[config.mk]
export PLATFORM = sky130hd
export DESIGN_NAME = saturate_scale_agc
export DESIGN_NICKNAME = d
export VERILOG_FILES = /design/src/rtl/saturate_scale_agc.sv
export SDC_FILE = /design/constraint.sdc
export NUM_CORES = 1
export LEC_CHECK = 0
export BUFFER_PORTS_ARGS = -buffer_cell sky130_fd_sc_hd__buf_4
export CAP_MARGIN = 20
export CORE_ASPECT_RATIO = 0.9
export CORE_MARGIN = 2
export CORE_UTILIZATION = 57
export CTS_CLUSTER_SIZE = 40
export DETAILED_ROUTE_END_ITERATION = 8
export GPL_ROUTABILITY_DRIVEN = 1
export GPL_TIMING_DRIVEN = 1
export PLACE_DENSITY_LB_ADDON = 0.2
export SYNTH_ARGS = -nofsm -noshare
export SYNTH_HDL_FRONTEND = slang
export SYNTH_SLANG_ARGS = --single-unit
[constraint.sdc]
create_clock -name clk_i -period 6.7 [get_ports clk_i]
set_input_delay 0.335 -clock clk_i [delete_from_list [all_inputs] [get_ports clk_i]]
set_output_delay 0.335 -clock clk_i [all_outputs]
set_load 0.02 [all_outputs]
[src/rtl/saturate_scale_agc.sv]
// Purpose: reduces NSAMP signed samples per clock to OUT_W-bit offset-binary codes with
//   per-lane magnitude and GT/LT threshold flags, and counts those flags over a
//   programmable window for the AGC loop.
// Latency: 2 clocks dat_i -> out_o/abs_o/gt_o/lt_o. Full throughput; the datapath never
//   stalls. Window results are held on count_valid_o until ack_i.
// Ports: clk_i, rst_ni (async, active low); en_i, dat_i (lane enable and samples);
//   thresh_i (magnitude threshold for flags); period_i, start_i, ack_i (window control);
//   out_o, abs_o, gt_o, lt_o (per-lane results); gt_count_o, lt_count_o,
//   count_valid_o, busy_o (window results and status).
module saturate_scale_agc #(
  parameter int NSAMP = 8,
  parameter int IN_W  = 18,
  parameter int OUT_W = 5,
  parameter int LSB   = 4,
  parameter int CNT_W = 24,
  parameter int AW    = CNT_W + $clog2(NSAMP + 1)
) (
  input  logic                      clk_i,
  input  logic                      rst_ni,
  input  logic                      en_i,
  input  logic [NSAMP*IN_W-1:0]     dat_i,
  input  logic [OUT_W-2:0]          thresh_i,
  input  logic [CNT_W-1:0]          period_i,
  input  logic                      start_i,
  input  logic                      ack_i,
  output logic [NSAMP*OUT_W-1:0]    out_o,
  output logic [NSAMP*(OUT_W-1)-1:0] abs_o,
  output logic [NSAMP-1:0]          gt_o,
  output logic [NSAMP-1:0]          lt_o,
  output logic [AW-1:0]             gt_count_o,
  output logic [AW-1:0]             lt_count_o,
  output logic                      count_valid_o,
  output logic                      busy_o
);

  localparam int MW  = OUT_W - 1;           // magnitude width
  localparam int PW  = $clog2(NSAMP + 1);   // popcount width
  localparam int TOP = LSB + OUT_W - 2;     // highest input bit that lands in the code
  localparam logic [OUT_W-1:0] MID = {1'b1, {MW{1'b0}}};

  // ---------------- stage 1 ----------------
  logic [NSAMP*IN_W-1:0] dat_q;
  logic                  en_q;
  logic [NSAMP-1:0]      inb_d, inb_q;

  // A sample fits when everything from TOP up is pure sign extension.
  for (genvar k = 0; k < NSAMP; k++) begin : g_inb
    logic [IN_W-1-TOP:0] hi;
    assign hi       = dat_i[k*IN_W+TOP +: IN_W-TOP];
    assign inb_d[k] = (&hi) | ~(|hi);
  end

  // ---------------- stage 2 (combinational part) ----------------
  logic [NSAMP*OUT_W-1:0] out_d;
  logic [NSAMP*MW-1:0]    abs_d;
  logic [NSAMP-1:0]       gt_d, lt_d;

  for (genvar k = 0; k < NSAMP; k++) begin : g_lane
    logic          s, r, ge;
    logic [MW-1:0] b, m, mag;
    assign s   = dat_q[k*IN_W + IN_W - 1];
    assign b   = dat_q[k*IN_W + LSB +: MW];
    assign r   = dat_q[k*IN_W + LSB - 1];
    // The round bit is jammed into bit 0 instead of added, so the code can never
    // carry out of range and needs no second saturation.
    assign m   = {b[MW-1:1], b[0] | r};
    // One's-complement magnitude keeps the negative side symmetric with the positive.
    assign mag = s ? ~m : m;
    assign ge  = (mag >= thresh_i);

    assign out_d[k*OUT_W +: OUT_W] = !en_q     ? MID :
                                     !inb_q[k] ? {OUT_W{~s}} : {~s, m};
    assign abs_d[k*MW +: MW]       = !en_q     ? '0 :
                                     !inb_q[k] ? '1 : mag;
    // Saturated lanes are always flagged on their sign side.
    assign gt_d[k] = en_q & ~s & (~inb_q[k] | ge);
    assign lt_d[k] = en_q &  s & (~inb_q[k] | ge);
  end

  // Only sign, code and round bits of the registered samples are consumed.
  logic unused_dat;
  assign unused_dat = ^dat_q;

  always_ff @(posedge clk_i or negedge rst_ni) begin
    if (!rst_ni) begin
      dat_q <= '0;
      en_q  <= 1'b0;
      inb_q <= '0;
      out_o <= {NSAMP{MID}};
      abs_o <= '0;
      gt_o  <= '0;
      lt_o  <= '0;
    end else begin
      dat_q <= dat_i;
      en_q  <= en_i;
      inb_q <= inb_d;
      out_o <= out_d;
      abs_o <= abs_d;
      gt_o  <= gt_d;
      lt_o  <= lt_d;
    end
  end

  // ---------------- window counting ----------------
  typedef enum logic [1:0] {IDLE = 2'd0, RUN = 2'd1, DONE = 2'd2} state_t;
  state_t state_q, state_d;

  logic [CNT_W-1:0] rem_q;
  logic [AW-1:0]    acc_gt_q, acc_lt_q;
  logic [PW-1:0]    pop_gt, pop_lt;
  logic [AW:0]      sum_gt, sum_lt;
  logic [AW-1:0]    sat_gt, sat_lt;
  logic             last;

  always_comb begin
    pop_gt = '0;
    pop_lt = '0;
    for (int k = 0; k < NSAMP; k++) begin
      pop_gt = pop_gt + PW'(gt_o[k]);
      pop_lt = pop_lt + PW'(lt_o[k]);
    end
  end

  assign sum_gt = {1'b0, acc_gt_q} + (AW+1)'(pop_gt);
  assign sum_lt = {1'b0, acc_lt_q} + (AW+1)'(pop_lt);
  assign sat_gt = sum_gt[AW] ? '1 : sum_gt[AW-1:0];
  assign sat_lt = sum_lt[AW] ? '1 : sum_lt[AW-1:0];
  assign last   = (rem_q == CNT_W'(1));

  always_comb begin
    state_d = state_q;
    case (state_q)
      IDLE:    if (start_i) state_d = RUN;
      RUN:     if (last)    state_d = DONE;
      DONE:    if (ack_i)   state_d = IDLE;
      default:              state_d = IDLE;
    endcase
  end

  always_ff @(posedge clk_i or negedge rst_ni) begin
    if (!rst_ni) state_q <= IDLE;
    else         state_q <= state_d;
  end

  always_ff @(posedge clk_i or negedge rst_ni) begin
    if (!rst_ni) begin
      rem_q      <= '0;
      acc_gt_q   <= '0;
      acc_lt_q   <= '0;
      gt_count_o <= '0;
      lt_count_o <= '0;
    end else if (state_q == IDLE && start_i) begin
      // A zero period still runs a single-cycle window.
      rem_q    <= (period_i == '0) ? CNT_W'(1) : period_i;
      acc_gt_q <= '0;
      acc_lt_q <= '0;
    end else if (state_q == RUN) begin
      rem_q    <= rem_q - CNT_W'(1);
      acc_gt_q <= sat_gt;
      acc_lt_q <= sat_lt;
      if (last) begin
        gt_count_o <= sat_gt;
        lt_count_o <= sat_lt;
      end
    end
  end

  assign busy_o        = (state_q == RUN);
  assign count_valid_o = (state_q == DONE);

endmodule

==> metrics.txt <==
DR iter-0 viols 1117; Final TNS setup 0 ps; Max transition margin 0.2845; Root Driver clkbuf_16; CTS tree yes; fin crit period 4885 ps; I/O pins ~320; final hold slack 19.34 ps; GRT Util Overall 0.3105; CP max FO 20; initial core utilization 0.5799; Max Clock Skew 8.536 ps; vias per cell ~6.0; Leakage 8.160 nW; full die area 25880 um2; register area share after synthesis 0.5056; Die Y 152.8 um; Max Cap Viol 0; WP data arrival 5320 ps; status completed; CP required 7140 ps; asr flop ratio synth 1.000; Worst Setup End Kind register; GP Congestion roughly 0.90; port buffer count 298; drt first pass iters 5; mapped cell area 14030 um2; slowest stage delay, CP 690 ps; crit path cell chain fa_1, inv_1, fa_1, fa_1, fa_1, inv_1, fa_1, a211oi_1, nand2b_1, or4_1, o21ai_0, a22o_1; grt total ovfl 0; Slowest cell on crit path or4_1; RSZ-0062 raised after global routing no; Bufs on Longest Clock Path 3; Post-synth EDFFs 0; Resize count post-CTS 0; number of H-tree levels 1; DR DRC count 0; Tightest Pin Transition 1046 ps; most frequent CP cell fa_1; register bit total from synthesis approximately 280; Final HPWL DP 26.51 mm; Pwr per Cell Area 256.9 nW/um2; post-route ant nets 0; vias in the first global route 12632; crit share post-route 0.7291; synth warn 0; Final setup viols 0; Core ar. 24190 um2; clk sinks 283; Avg Synthesized Cell Area 9.970 um2; chip width around 170 um; startpoint type of the worst setup path register; global-route wire length before repair roughly 65 mm; Via Count ~12000; Final Hold Viols 0; final wirelength 40.22 mm; area delta synth->final 28.06%; Main synth FF type dfrtp_1; Mapped Nets 1640; Avg WL per Cell 19.62 um; Synth Instances 1407; Yosys cell types 69; critical path type reg2reg; maximum vdd drop 0.1832 mV; Fmax 0.2047 GHz; CTS buffer count 29; Slew Limit Fails 0; Worst Hold Class in2reg; Cell Rows 54; largest net degree at the start of global routing ~180; share of cells above drive strength 1 0.2142; initial antenna violation count 1; clock-pin slew on the worst setup and hold paths 60 ps; clock latency on the worst-skew pair 560 ps; nets 1953
## flip-flops by register name, indices dropped and copies added (netlist names), 24 cells and up
| name | count |
|---|---|
| acc_gt_q | 28 |
| rem_q | 24 |
| dat_q | 48 |
| out_o | 40 |
| gt_count_o | 28 |
| abs_o | 32 |
| acc_lt_q | 28 |
| lt_count_o | 28 |
## where the power goes
part	leakage, nW	internal [mW]	switching, mW	total (mW)
Clock	0.465	0.943	0.674	1.62
Sequential	3.61	1.86	0.144	2.00
Combinational	4.09	0.439	0.559	0.998
Total	8.16	3.24	1.38	4.61
## synth_stat cells, drive strengths merged, types with 7 or more instances
| cell | number | share of area |
|---|---|---|
| dfrtp | 275 | 0.49 |
| nor2 | 111 | 0.030 |
| a21oi | 98 | 0.035 |
| o21ai | 88 | 0.031 |
| nand2 | 87 | 0.023 |
| clkbuf | 71 | 0.019 |
| inv | 58 | 0.016 |
| xor2 | 47 | 0.029 |
| ha | 46 | 0.041 |
| nor4 | 40 | 0.019 |
| nand3 | 37 | 0.013 |
| o21a | 36 | 0.019 |
| nand4 | 34 | 0.015 |
| nor3 | 33 | 0.012 |
| a21o | 32 | 0.017 |
| xnor2 | 31 | 0.019 |
| a31oi | 27 | 0.012 |
| nor2b | 27 | 0.012 |
| a211oi | 20 | 0.011 |
| o2bb2ai | 17 | 0.011 |
| o31ai | 16 | 0.0086 |
| nand2b | 15 | 0.0067 |
| a22o | 13 | 0.0081 |
| buf | 13 | 0.0045 |
| a21boi | 10 | 0.0054 |
| fa | 10 | 0.014 |
| nor3b | 10 | 0.0054 |
| or3 | 10 | 0.0048 |
| dfstp | 8 | 0.015 |
| mux2i | 7 | 0.0050 |
| or4 | 7 | 0.0040 |
## cell type report
class / instances / area (um2)
diodes: 1 / 2.502
clock buffers: 44 / 842.1
clock inverters: 8 / 107.6
fillers: 1720 / 6225
inverters: 59 / 221.5
multi-input cells: 981 / 6400
flip-flops and latches: 283 / 7093
well taps: 308 / 385.4
repair buffers: 366 / 2912
## cell families (layout without fill, tap and decap cells)
group / count (synthesis) / in the layout / synth area share
XOR/XNOR: 78 / 78 / 0.04870
AO/OA/AOI/OAI: 407 / 407 / 0.1892
adder cells (fa/ha/maj): 56 / 56 / 0.05530
buffers and inverters: 143 / 477 / 0.03934
AND/OR/NAND/NOR: 432 / 432 / 0.1561
other: 0 / 1 / 0
multiplexers: 8 / 8 / 0.005798
flip-flops: 283 / 283 / 0.5056
## final timing paths
check	startpoint	endpoint	slack, ps	cells after the start
hold / removal	period_i[14]	rem_q[14]	20	2
min in group asynchronous	rst_ni	rem_q[21]	410	2
hold reg to reg	lt_count_o[1]	lt_count_o[1]	480	2
setup reg to reg	lt_o[0]	acc_lt_q[4]	1810	12
setup / recovery	lt_o[0]	acc_lt_q[4]	1810	12
max in group asynchronous	rst_ni	dat_q[77]	4890	3
## cell usage in the layout (no fill, tap or decap), drive strengths merged, types with 6 or more instances in the layout
cell / synthesis / layout
a211oi: 20 / 20
a21boi: 10 / 10
a21o: 32 / 32
a21oi: 98 / 98
a22o: 13 / 13
a31oi: 27 / 27
and3: 6 / 6
and4: 6 / 6
buf: 13 / 310
clkbuf: 71 / 44
dfrtp: 275 / 275
dfstp: 8 / 8
dlygate4sd3: 0 / 56
fa: 10 / 10
ha: 46 / 46
inv: 58 / 59
mux2i: 7 / 7
nand2: 87 / 87
nand2b: 15 / 15
nand3: 37 / 37
nand4: 34 / 34
nor2: 111 / 111
nor2b: 27 / 27
nor3: 33 / 33
nor3b: 10 / 10
nor4: 40 / 40
o21a: 36 / 36
o21ai: 88 / 88
o2bb2ai: 17 / 17
o31ai: 16 / 16
or3: 10 / 10
or4: 7 / 7
xnor2: 31 / 31
xor2: 47 / 47
## what timing repair did
| action | in CTS | in global routing |
|---|---|---|
| buffers inserted | 0 | 0 |
| hold buffers | 56 | 0 |
| hold endpoints to repair | 157 | 0 |
## worst max-delay path, delay by kind of cell (launching register included)
kind	cells	cell delay, ps
adder cells (fa/ha/maj)	5	2120
AO/OA/AOI/OAI	3	1070
AND/OR/NAND/NOR	2	1060
flip-flops	1	410
buffers and inverters	2	110
## routing by layer
metal	wire, um	global-route usage
met2	20030	0.5357
met3	2997	0.07535
met1	15590	0.3793
met5	0	0
met4	1603	0.1148
## stage by stage
step	worst slack, ps	instances	instance area, um2	power, mW	util
after floorplan	2494	1407	14030	2.620	-
after global placement	1908	1940	16440	2.929	0.6797
after detailed placement	1849	1940	16440	2.979	0.6797
after CTS	1811	2048	17950	4.624	0.7421
after global routing	1549	2050	17960	4.832	0.7427
final	1815	2050	17960	4.615	0.7427
Note: power is estimated with default switching activity, not from simulation.
